File: src/rtl/spi_slave_regs.sv
// SPI mode-0 register-bank responder, fully oversampled in clk_clk (no logic on SCLK).
// Optional burst address auto-increment: define SPI_SLAVE_AUTOINC_EN.
module spi_slave_regs #(
    parameter int         NUM_REGS  = 8,
    parameter logic [7:0] RESET_VAL = 8'h00
) (
    input  logic                  clk_clk,
    input  logic                  reset_reset_n,
    input  logic                  spi_sclk,
    input  logic                  spi_ss_n,
    input  logic                  spi_mosi,
    output logic                  spi_miso,
    output logic                  spi_miso_oe,
    input  logic [7:0]            status_in,
    output logic [NUM_REGS*8-1:0] regs_flat,
    output logic                  wr_strobe,
    output logic [6:0]            wr_addr,
    output logic                  frame_err
);
    localparam int         AW         = (NUM_REGS > 1) ? $clog2(NUM_REGS) : 1;
    localparam logic [7:0] NUM_REGS_L = 8'(NUM_REGS);

    typedef enum logic [1:0] {IDLE, CMD, DATA} state_t;

    state_t      state_q, state_d;
    logic        sclk_s1_q, sclk_s2_q, sclk_s3_q;
    logic        ss_s1_q, ss_s2_q, ss_prev_q;
    logic        mosi_s1_q, mosi_s2_q;
    logic [1:0]  vld_q;
    logic        armed_q;
    logic [2:0]  bit_cnt_q;
    logic [6:0]  rx_shift_q;
    logic [7:0]  tx_shift_q;
    logic        rw_q;
    logic [6:0]  addr_q;
    logic        miso_q;
    logic        wr_strobe_q;
    logic [6:0]  wr_addr_q;
    logic        frame_err_q;
    logic [7:0]  regs_q [NUM_REGS];

    logic        sclk_rise, sclk_fall, ss_rise, ss_fall;
    logic        byte_done, in_frame, cmd_done, data_done, abort_err;
    logic [2:0]  cnt_after;
    logic [7:0]  rx_byte, rd_data;
    logic [6:0]  addr_next, rd_addr;
    logic        addr_in_range;

    always_ff @(posedge clk_clk or negedge reset_reset_n) begin
        if (!reset_reset_n) begin
            sclk_s1_q <= 1'b0; sclk_s2_q <= 1'b0; sclk_s3_q <= 1'b0;
            ss_s1_q   <= 1'b1; ss_s2_q   <= 1'b1; ss_prev_q <= 1'b1;
            mosi_s1_q <= 1'b0; mosi_s2_q <= 1'b0;
            vld_q     <= 2'b00;
            armed_q   <= 1'b0;
        end else begin
            sclk_s1_q <= spi_sclk;  sclk_s2_q <= sclk_s1_q; sclk_s3_q <= sclk_s2_q;
            ss_s1_q   <= spi_ss_n;  ss_s2_q   <= ss_s1_q;   ss_prev_q <= ss_s2_q;
            mosi_s1_q <= spi_mosi;  mosi_s2_q <= mosi_s1_q;
            vld_q     <= {vld_q[0], 1'b1};
            // Only arm once a genuinely sampled high ss_n has passed the synchronizer.
            armed_q   <= armed_q | (vld_q[1] & ss_s2_q);
        end
    end

    assign sclk_rise = sclk_s2_q & ~sclk_s3_q;
    assign sclk_fall = ~sclk_s2_q & sclk_s3_q;
    assign ss_rise   = ss_s2_q & ~ss_prev_q;
    assign ss_fall   = armed_q & ss_prev_q & ~ss_s2_q;
    assign byte_done = sclk_rise & (bit_cnt_q == 3'd7);
    assign cnt_after = bit_cnt_q + {2'b00, sclk_rise};
    assign rx_byte   = {rx_shift_q, mosi_s2_q};

    always_ff @(posedge clk_clk or negedge reset_reset_n) begin
        if (!reset_reset_n) state_q <= IDLE;
        else                state_q <= state_d;
    end

    always_comb begin
        state_d = state_q;
        unique case (state_q)
            IDLE:    if (ss_fall) state_d = CMD;
            CMD:     if (ss_rise) state_d = IDLE;
                     else if (byte_done) state_d = DATA;
            DATA:    if (ss_rise) state_d = IDLE;
            default: state_d = IDLE;
        endcase
    end

    always_comb begin
        in_frame  = 1'b0;
        cmd_done  = 1'b0;
        data_done = 1'b0;
        unique case (state_q)
            CMD:     begin in_frame = 1'b1; cmd_done  = byte_done; end
            DATA:    begin in_frame = 1'b1; data_done = byte_done; end
            default: ;
        endcase
    end

    assign abort_err = ss_rise & in_frame & (cnt_after != 3'd0);

`ifdef SPI_SLAVE_AUTOINC_EN
    assign addr_next = addr_q + 7'd1;
`else
    assign addr_next = addr_q;
`endif

    // A command completion reads from the address arriving in that very byte.
    assign rd_addr       = cmd_done ? rx_byte[6:0] : addr_next;
    assign addr_in_range = ({1'b0, addr_q} < NUM_REGS_L);

    always_comb begin
        rd_data = 8'h00;
        if ({1'b0, rd_addr} < NUM_REGS_L) rd_data = regs_q[rd_addr[AW-1:0]];
        else if (rd_addr == 7'h7F)        rd_data = status_in;
    end

    always_ff @(posedge clk_clk or negedge reset_reset_n) begin
        if (!reset_reset_n) begin
            bit_cnt_q   <= 3'd0;
            rx_shift_q  <= 7'd0;
            tx_shift_q  <= 8'h00;
            rw_q        <= 1'b0;
            addr_q      <= 7'd0;
            miso_q      <= 1'b0;
            wr_strobe_q <= 1'b0;
            wr_addr_q   <= 7'd0;
            frame_err_q <= 1'b0;
            for (int i = 0; i < NUM_REGS; i++) regs_q[i] <= RESET_VAL;
        end else begin
            wr_strobe_q <= 1'b0;
            frame_err_q <= abort_err;

            if (!in_frame || ss_rise) bit_cnt_q <= 3'd0;
            else if (sclk_rise)       bit_cnt_q <= bit_cnt_q + 3'd1;

            if (in_frame && sclk_rise) rx_shift_q <= rx_byte[6:0];

            if (!in_frame || ss_rise)       tx_shift_q <= 8'h00;
            else if (cmd_done && rx_byte[7]) tx_shift_q <= rd_data;
            else if (data_done && rw_q)      tx_shift_q <= rd_data;
            else if (sclk_fall)              tx_shift_q <= {tx_shift_q[6:0], 1'b0};

            if (!in_frame || ss_rise) miso_q <= 1'b0;
            else if (sclk_fall)       miso_q <= tx_shift_q[7];

            if (cmd_done) begin
                rw_q   <= rx_byte[7];
                addr_q <= rx_byte[6:0];
            end else if (data_done) begin
                addr_q <= addr_next;
            end

            // Completed bytes commit even when ss_n rises in the same cycle.
            if (data_done && !rw_q && addr_in_range) begin
                regs_q[addr_q[AW-1:0]] <= rx_byte;
                wr_strobe_q            <= 1'b1;
                wr_addr_q              <= addr_q;
            end
        end
    end

    generate
        for (genvar gi = 0; gi < NUM_REGS; gi++) begin : g_flat
            assign regs_flat[8*gi +: 8] = regs_q[gi];
        end
    endgenerate

    assign spi_miso    = miso_q;
    assign spi_miso_oe = ~ss_s2_q;
    assign wr_strobe   = wr_strobe_q;
    assign wr_addr     = wr_addr_q;
    assign frame_err   = frame_err_q;

endmodule
File: config.mk
export PLATFORM = sky130hd
export DESIGN_NAME = spi_slave_regs
export DESIGN_NICKNAME = d
export VERILOG_FILES = /design/src/rtl/spi_slave_regs.sv
export SDC_FILE = /design/constraint.sdc
export NUM_CORES = 1
export LEC_CHECK = 0
export CAP_MARGIN = 40
export CORE_ASPECT_RATIO = 1.5
export CORE_MARGIN = 1
export CORE_UTILIZATION = 35
export CTS_CLUSTER_SIZE = 10
export DETAILED_ROUTE_END_ITERATION = 10
export PLACE_DENSITY = 0.64
export SYNTH_ARGS = -nofsm -noshare
export SYNTH_HDL_FRONTEND = slang
export SYNTH_SLANG_ARGS = --single-unit
File: constraint.sdc
create_clock -name clk_clk -period 2.6 [get_ports clk_clk]
set_input_delay 0.52 -clock clk_clk [delete_from_list [all_inputs] [get_ports clk_clk]]
set_output_delay 0.52 -clock clk_clk [all_outputs]
set_load 0.01 [all_outputs]
# Word-level counts from Yosys, hierarchy flattened
# Index checks and enable logic that the tools add are counted.
# Widths: inputs -> output; s select.
totals:
  output_inout_bits: 75
  register_bits: 113
  in_bits: 13
classes:
  n_eq_ne: 7
  bitwise: 16
  reduce_logical: 16
  addsub: 2
  order_cmp: 5
  muxes: 26
op_table:
  columns: ["operator", "n"]
  rows:
  - ["$mux 8", 9]
  - ["$bwmux 64", 1]
  - ["$bmux 8 s3", 1]
  - ["$demux 8 s3", 1]
  - ["$lt 7x4->1 const B", 2]
  - ["$and 1x1->1", 9]
  - ["$ge 4x4->1 const B", 2]
  - ["$mux 2", 4]
  - ["$not 3->4", 2]
  - ["$eq 7x7->1 const B", 1]
  - ["$mux 7", 1]
  - ["$logic_and 1x1->1", 6]
  - ["$mux 1", 6]
  - ["$mux 3", 2]
  - ["$pmux 2 s3", 1]
  - ["$lt 4x1->1 const B", 1]
  - ["$ne 2x2->1 const B", 2]
  - ["$not 1->1", 4]
  - ["$reduce_bool 2->1", 2]
  - ["$reduce_bool 4->1", 1]
  - ["$add 3x1->3", 1]
  - ["$add 3x1->3 const B", 1]
  - ["$eq 3x3->1 const B", 1]
  - ["$ne 3x3->1 const B", 1]
  - ["other kinds (9)", 10]

# Logic depth before layout (Yosys ltp)
# Gate-level depths: netlist (run 1).
logic_depth:
  ltp_word: 13
  ltp_mapped: 8
  mapped_depth_nobuf: 6

# Least setup slack after synthesis (run 1)
# Ideal clock, no wire load.
synth_timing:
  path_kind: "reg-to-reg"
  start: "register state_q[1]"
  end: "register tx_shift_q[4]"
  period_less_slack_ps: 2087
  path_stages_with_launch: 9
  setup_time_ps: 88
  slack_ps: 513
  t_required_ps: 2512
  t_arrival_ps: 2000
  cell_sequence: "dfrtp_1 > inv_1 > ha_1 > clkbuf_1 > inv_1 > nor2_1 > clkbuf_1 > mux2_2 > o211ai_1"
synth_between:
  elab_chain_cells: 11
  word_cells_on_any_way: 23
  classes_between: "1 x order compare; 3 x eq/ne; 12 x mux; 1 x bitwise; 6 x reduce/logical"
synth_lines:
  columns: ["item", "line_no", "rtl"]
  rows:
  - ["start: declaration", "25", "state_t state_q, state_d;"]
  - ["start signal: assignment", "76", "else state_q <= state_d;"]
  - ["$eq 2x1->1", "94", "unique case (state_q)"]
  - ["$mux 1", "94", null]
  - ["$mux 7", null, null]
  - ["$not 3->4 (implied by the code)", "115", "if ({1'b0, rd_addr} < NUM_REGS_L) rd_data = regs_q[rd_addr[AW-1:0]];"]
  - ["$bmux 8 s3", "115", null]
  - ["$mux 8 (implied by the code) (2 in a row)", "115", null]
  - ["$mux 8", "115", null]
  - ["$mux 8", "142", "else if (data_done && rw_q) tx_shift_q <= rd_data;"]
  - ["$mux 8", "141", "else if (cmd_done && rx_byte[7]) tx_shift_q <= rd_data;"]
  - ["$mux 8", "140", "if (!in_frame || ss_rise) tx_shift_q <= 8'h00;"]
  - ["end signal: assignment", "141", null]
  - ["end signal: assignment", "142", null]
  - ["end signal: assignment", "143", "else if (sclk_fall) tx_shift_q <= {tx_shift_q[6:0], 1'b0};"]
  - ["end: declaration", "33", "logic [7:0] tx_shift_q;"]
# Several ways; a longest one is shown, not always the timed one. The select of a mux whose other input is x is not followed.
# A chain may end at the register's enable or synchronous reset.

# Worst setup path after layout (run 1)
layout_timing:
  start: "register state_q[0]"
  end: "register regs_q (netlist bit regs_flat[45])"
layout_between:
  elab_chain_cells: 4
layout_lines:
  columns: ["item", "line_no", "rtl"]
  rows:
  - ["$eq 2x2->1", "94", null]
  - ["$mux 1", "94", null]
  - ["$logic_and 1x1->1 (2 in a row)", "156", "if (data_done && !rw_q && addr_in_range) begin"]
  - ["end signal: indexed assignment", "157", "regs_q[addr_q[AW-1:0]] <= rx_byte;"]
  - ["end: declaration", "40", "logic [7:0] regs_q [NUM_REGS];"]
# No other way between the ends.

==> results.md, run 1 <==
* Worst-Skew Late Latency at 0.41 ns
* Switching share of power at 25.2%
* CTS tree: yes
* Num CTS Buffers at 17
* Comb power frac at 11.5%
* Synthesized area at 5620 um^2
* Area Overhead vs Synth at 31.2%
* Synthesized flop and latch total at 113
* CP Max Fanout at 6
* PD cells at 661 nW/um^2
* First-pass DRT Iterations at 4
* Die Y at 157 um
* Fill count at 1429
* Num ports at 88
* Sequential Area at 2830 um^2
* Final min period at 2.39 ns
* ANT cells at 0
* DR vias/cell at 5.20
* Postcts setup bufs at 0
* Clock Path Buffers at 2
* P_sw at 1230 uW
* Clk root buf: clkbuf_16
* RD Place Congestion at 0.838
* CP peak stage delay at 0.38 ns
* Mux cell area share after synthesis at 33.0%
* HPWL Detailed at 10300 um
* Largest net degree at the start of global routing at 47
* H-tree levels at 4
* Die Footprint at 16600 um^2
* Ys async rst share at 100%
* Yosys warnings at 0
* Clk sinks at 113
* Tcrit/Tclk final at 91.9%
* Share of layout cells above drive strength 1 at 35.9%
* Initial Utilization at 35.8%
* Clock power share at 48.2%
* Pint at 3650 uW
* Multi-input logic area at 2570 um^2
* Drt wl/cell at 20.3 um
* WL final at 14500 um
* Post-Syn Instances at 398
* Post-Route Setup TNS at 0 ns
* Simple logic cell fraction of the synthesized area at 7.06%
* Nets at 520
* Setup crit end kind: register
* Synth cell types at 43
* Post-synthesis compound-gate area fraction at 3.63%
* Max Slew Vio Count at 0
* Initial antenna violation count at 0
* Input/output buffers at 87
* Vias in the first global route at 3992
* Worst path cell trace: inv_1, ha_1, nor2b_1, nand4_1, nor3b_2, buf_4, mux2_2
* Adder-Cell Fraction of Synth Area at 1.56%
* Gr ovfl total at 0
* # DRC at 0
* DRT iter0 DRCs at 179
* CP arrival at 2.68 ns
* Clk pin slew, worst setup/hold paths at 0.05 ns
* GRT Overall Usage at 18.6%
* Core area at 15700 um^2
* Req. time, crit path at 2.89 ns
* Post-DRT Antenna Nets at 0
* Status: finished, final reports clean
* Slew margin rel. at 55.6%
* # rows at 56
* Leakage at 0.00328 uW
* Syn Area/Cell at 14.1 um^2
* Hold crit path type: in2async
* Setup CP Type: reg2reg
* Final setup viols at 0
* Syn Nets at 418
* Post-Synth XOR/XNOR Area at 0.312%
* Peak VDD IR at 372 uV
* Sequential Power Share at 40.3%
* Power consumption at 4870 uW
* First-pass GRT wire length at 22700 um
* DIE WIDTH at 105 um
* Worst setup SP type: register
* Number of flops mapped to enable cells by yosys at 0
* Main synth FF type: dfrtp_1
* Largest family of logic cells by synthesized area: multiplexers
* Clock Skew at 0.00885 ns
* Worst path slowest cell: dfrtp_1
* Max-cap violations at 0
* RSZ-0062 raised after global routing: false
* Fmax at 419 MHz
* Final-report hold violation count at 0
* Worst-Margin Slew at 0.659 ns
* Seq/Total Area, Yosys at 50.4%
* Vias at 3721
layer usage:
| metal | wire, um | global-route usage (%) | vias to the layer above |
|---|---|---|---|
| li1 | - | - | 1692 |
| met1 | 5780 | 20.8 | 1918 |
| met2 | 8020 | 34.5 | 91 |
| met3 | 454 | 3.40 | 20 |
| met4 | 261 | 7.71 | 0 |
| met5 | 0 | 0 | - |
critical path: cells and delay by family (launching register included):
kind          cells  cell delay, ns
flops             1            0.38
fa+ha+maj         1            0.27
buf+inv           2            0.35
simple gates      3            0.91
mux               1            0.35
power by group through the flow:
| stage | clock network (uW) | registers, uW | logic (uW) |
|---|---|---|---|
| after detailed placement | 0 | 1990 | 567 |
| after global placement | 0 | 1980 | 555 |
| after global routing | 2460 | 1980 | 613 |
| after floorplan | 0 | 1900 | 453 |
| after CTS | 2390 | 1960 | 568 |
| final | 2350 | 1960 | 562 |
what timing repair did:
action	CTS	global route
endpoints found under the setup margin	0	1
hold buffers	0	0
gates resized for setup	0	1
final timing paths:
| path | startpoint | endpoint | slack (ns) | depth (start not counted) |
|---|---|---|---|---|
| setup / recovery | state_q[0] | regs_flat[45] | 0.21 | 7 |
| hold / removal | reset_reset_n | sclk_s2_q | 0.05 | 1 |
| setup reg to reg | state_q[0] | regs_flat[45] | 0.21 | 7 |
| hold reg to reg | sclk_s1_q | sclk_s2_q | 0.35 | 0 |
| max in group asynchronous | reset_reset_n | ss_s2_q | 1.83 | 2 |
| min in group clk_clk | sclk_s1_q | sclk_s2_q | 0.35 | 0 |
cell usage in the layout, fill, tap and decap left out, drive strengths merged, types with 8 or more instances in the layout:
cell | synthesis | routed
mux4 | 32 | 32
clkdlybuf4s50 | 0 | 86
mux2 | 83 | 83
dfrtp | 110 | 110
a22oi | 8 | 8
inv | 12 | 12
mux2i | 20 | 20
nand2 | 34 | 34
buf | 19 | 26
clkbuf | 10 | 27
registers in the layout, summed over array words and instances (netlist names), 2 cells and up:
| register | flops |
|---|---|
| tx_shift_q | 8 |
| rx_shift_q | 7 |
| state_q | 2 |
| regs_flat | 64 |
| bit_cnt_q | 3 |
| vld_q | 2 |
| wr_addr | 7 |
| addr_next | 7 |
cell usage after synthesis, types with 2 or more instances:
| master | n | area share [%] |
|---|---|---|
| clkbuf_1 | 6 | 0.40 |
| nor4_1 | 3 | 0.33 |
| or3_1 | 2 | 0.22 |
| nand2b_1 | 2 | 0.22 |
| o221ai_1 | 6 | 0.93 |
| ha_1 | 7 | 1.6 |
| buf_4 | 3 | 0.40 |
| a22oi_1 | 8 | 1.1 |
| buf_2 | 14 | 1.2 |
| o211ai_1 | 4 | 0.53 |
| or4b_1 | 2 | 0.36 |
| nor2_1 | 5 | 0.33 |
| dfstp_2 | 3 | 1.4 |
| mux2_2 | 83 | 17 |
| nand3_1 | 3 | 0.27 |
| and2_2 | 4 | 0.53 |
| o21ai_0 | 2 | 0.18 |
| inv_1 | 12 | 0.80 |
| dfrtp_1 | 110 | 49 |
| nand4_1 | 2 | 0.22 |
| nor3b_2 | 2 | 0.45 |
| clkbuf_4 | 2 | 0.27 |
| mux2i_1 | 20 | 3.6 |
| mux4_2 | 32 | 13 |
| buf_6 | 2 | 0.40 |
| a21oi_1 | 2 | 0.18 |
| clkbuf_8 | 2 | 0.49 |
| nand2_1 | 34 | 2.3 |
| nor2b_1 | 3 | 0.33 |
| a21o_1 | 2 | 0.27 |
| nor3_1 | 4 | 0.36 |
layout make-up:
type | instances | share of cell area (%)
multi-input combinational | 244 | 34.8
inverter | 12 | 0.611
timing repair buffer | 112 | 14.5
tap | 203 | 3.44
sequential | 113 | 38.4
clock inverter | 5 | 1.02
clock buffer | 27 | 7.23
kinds of logic (layout without fill, tap and decap cells):
group / after synthesis / in the layout
and+or+nand+nor: 72 / 72
AOI/OAI and AO/OA: 27 / 27
DFF: 113 / 113
adders and majority gates: 7 / 7
buffers and inverters: 41 / 156
muxes: 135 / 135
other: 1 / 1
xor gates and xnor gates: 2 / 2
stage by stage:
stage               setup WS, ns  cells  cell area [um^2]  hold WS, ns  utilization, %
global placement           0.249    684              6760        0.334            43.1
detailed placement         0.178    684              6760        0.340            43.1
global route              0.0774    716              7380       0.0705            47.0
finish                     0.211    716              7380       0.0483            47.0
floorplan                  0.513    398              5620        0.224               -
CTS                        0.130    716              7370       0.0559            47.0
(Power assumes the default switching activity.)
==> inputs of run 2 (changes only) <==
--- a/config.mk
+++ b/config.mk
@@ -8,10 +8,10 @@
 export CAP_MARGIN = 40
 export CORE_ASPECT_RATIO = 1.5
 export CORE_MARGIN = 1
-export CORE_UTILIZATION = 35
+export CORE_UTILIZATION = 29
 export CTS_CLUSTER_SIZE = 10
 export DETAILED_ROUTE_END_ITERATION = 10
-export PLACE_DENSITY = 0.64
+export PLACE_DENSITY = 0.56
 export SYNTH_ARGS = -nofsm -noshare
 export SYNTH_HDL_FRONTEND = slang
 export SYNTH_SLANG_ARGS = --single-unit
==> run 2 against run 1 <==
Against the previous run: setup slack better by 0.010 ns; final cell count is 6.6% higher; clock skew about the same; total power rose by 3.0%; clock power is 6% higher; combinational power down 6.0%; critical path depth decreased by 1; sequential power rose by 3%; routed wire length up 3.8%; via count grew 1.6%; critical endpoint is now regs_flat[23]; final area is 0.61% higher.
==> results.md, run 2 (synthesis results as in run 1) <==
* Status: finished, final reports clean
* Die Footprint at 20000 um^2 (+20%)
* GR peak layer: met2
* Setup crit end kind: register
* GR Util met2 at 27.6% (-6.9 points)
* Hold crit path type: in2async
* Post-Route Setup TNS at 0 ns (unchanged)
* Placed inst area at 6790 um^2 (+0.43%)
* Final setup viols at 0 (unchanged)
* # rows at 62 (+11%)
* WL final at 15100 um (+3.8%)
* Share of layout cells above drive strength 1 at 35.3% (-0.56 points)
* Max reg flops at 64 (unchanged)
* Largest net degree at the start of global routing at 114 (+140%)
* Post_cts resized at 0 (unchanged)
* Final Cell Area at 7420 um^2 (+0.61%)
* Worst path slowest cell: or4b_1
* Worst-Skew Late Latency at 0.41 ns (about the same)
* Worst setup SP type: register
* Clock power share at 49.5% (+1.3 points)
* Clk sinks at 113 (unchanged)
* Sequential Area at 2830 um^2 (unchanged)
* H-tree levels at 4 (unchanged)
* Met3 GRT Util at 3.59% (+0.20 points)
* Max Slew Vio Count at 0 (unchanged)
* CTS tree: yes
* Die Y at 173 um (+9.7%)
* Fill count at 1877 (+31%)
* CP peak stage delay at 0.75 ns (+0.37 ns)
* Max-cap violations at 0 (unchanged)
* Comb power frac at 10.5% (-1.0 points)
* Initial Utilization at 29.5% (-6.4 points)
* Met1 Use GR at 20.1% (-0.74 points)
* Setup CP Type: reg2reg
* Peak VDD IR at 353 uV (-5.2%)
* ANT cells at 0 (unchanged)
* DR vias/cell at 4.95 (-4.7%)
* First-pass DRT Iterations at 4 (unchanged)
* Drt wl/cell at 19.7 um (-2.6%)
* Final-report hold violation count at 0 (unchanged)
* Worst-Margin Slew at 0.746 ns (+0.0872 ns)
* P_sw at 1280 uW (+4.7%)
* Area Overhead vs Synth at 32.0%
* Clk root buf: clkbuf_16
* WP buf/inv at 1 (-1)
* HPWL Detailed at 10600 um (+3.1%)
* DRT iter0 DRCs at 180 (+0.56%)
* Clock Skew at 0.00885 ns (-0.00000383 ns)
* Core area at 19100 um^2 (+22%)
* Leakage at 0.00325 uW (-0.75%)
* Fmax at 420 MHz (+0.44%)
* Tcrit/Tclk final at 91.5% (-0.40 points)
* Nets at 515 (-0.96%)
* Switching share of power at 25.6% (+0.41 points)
* CP arrival at 2.67 ns (about the same)
* GRT Overall Usage at 16.2% (-2.4 points)
* Num CTS Buffers at 17 (unchanged)
* PD cells at 677 nW/um^2 (+2.4%)
* # DRC at 0 (unchanged)
* Vias at 3779 (+1.6%)
* Clk pin slew, worst setup/hold paths at 0.06 ns (about the same)
* Final min period at 2.38 ns (-0.0104 ns)
* Gr ovfl total at 0 (unchanged)
* Slew margin rel. at 49.7% (-5.9 points)
* Most frequent cells in the layout: dfrtp_1, clkdlybuf4s50_1, mux2_2
* Num ports at 88 (unchanged)
* Most common cell after layout, fill and taps aside: dfrtp_1
* Req. time, crit path at 2.89 ns (about the same)
* CTS Hold Buffers Added at 0 (unchanged)
* First-pass GRT wire length at 23700 um (+4.1%)
* RD Place Congestion at 0.765 (-8.8%)
* Input/output buffers at 87 (unchanged)
* Clock Path Buffers at 2 (unchanged)
* Sequential Power Share at 40.0% (-0.3 points)
* RSZ-0062 raised after global routing: false
* Worst path cell trace: inv_1, ha_1, nor2b_1, nand3_2, or4b_1, mux2_2
* Postcts setup bufs at 0 (unchanged)
* Delay-heaviest family, CP: simple AND/OR/NAND/NOR gates
* DIE WIDTH at 116 um (+9.7%)
* Pint at 3740 uW (+2.5%)
* Post-DRT Antenna Nets at 0 (unchanged)
* Multi-input logic area at 2560 um^2 (-0.15%)
* CP Max Fanout at 8 (+2)
* Initial antenna violation count at 0 (unchanged)
* Vias in the first global route at 4024 (+0.80%)
[run 2: power groups by stage]
stage               Combinational (uW)  Sequential [uW]  Clock, uW
floorplan                          453             1900          0
global placement                   521             2040          0
detailed placement                 533             2040          0
CTS                                538             2010       2520
global route                       583             2030       2610
finish                             528             2010       2480
[run 2: worst paths after layout]
check	startpoint	to	slack (ns)	cells after the start
max in group asynchronous	reset_reset_n	regs_flat[1]	1.93	2
max reg2reg	state_q[0]	regs_flat[23]	0.22	6
min	reset_reset_n	regs_flat[60]	0.20	2
min in group clk_clk	mosi_s1_q	mosi_s2_q	0.35	0
max	state_q[0]	regs_flat[23]	0.22	6
min reg2reg	mosi_s1_q	mosi_s2_q	0.35	0
[run 2: area by class of cell]
class / count / share of cell area (%)
Sequential cell: 113 / 38.2
Multi-Input combinational cell: 244 / 34.6
Timing Repair Buffer: 107 / 13.9
Clock buffer: 21 / 6.34
Tap cell: 256 / 4.32
Clock inverter: 10 / 2.12
Inverter: 12 / 0.607
[run 2: through the flow]
step	hold slack, ns	utilization (%)	instances	power, uW	setup slack, ns
2_1_floorplan	0.224	-	398	2350	0.513
3_3_place_gp	0.333	35.6	732	2560	0.288
3_5_place_dp	0.336	35.6	732	2570	0.223
4_1_cts	0.232	38.9	763	5070	0.209
5_1_grt	0.248	38.9	763	5220	0.0637
6_report	0.204	38.9	763	5020	0.221
[run 2: routing by layer]
metal	part of all wire [%]	routed length, um	vias to the layer above
met1	41	6240	1974
li1	-	-	1677
met5	0	0	-
met4	1.9	284	0
met2	53	7920	110
met3	4.1	612	18
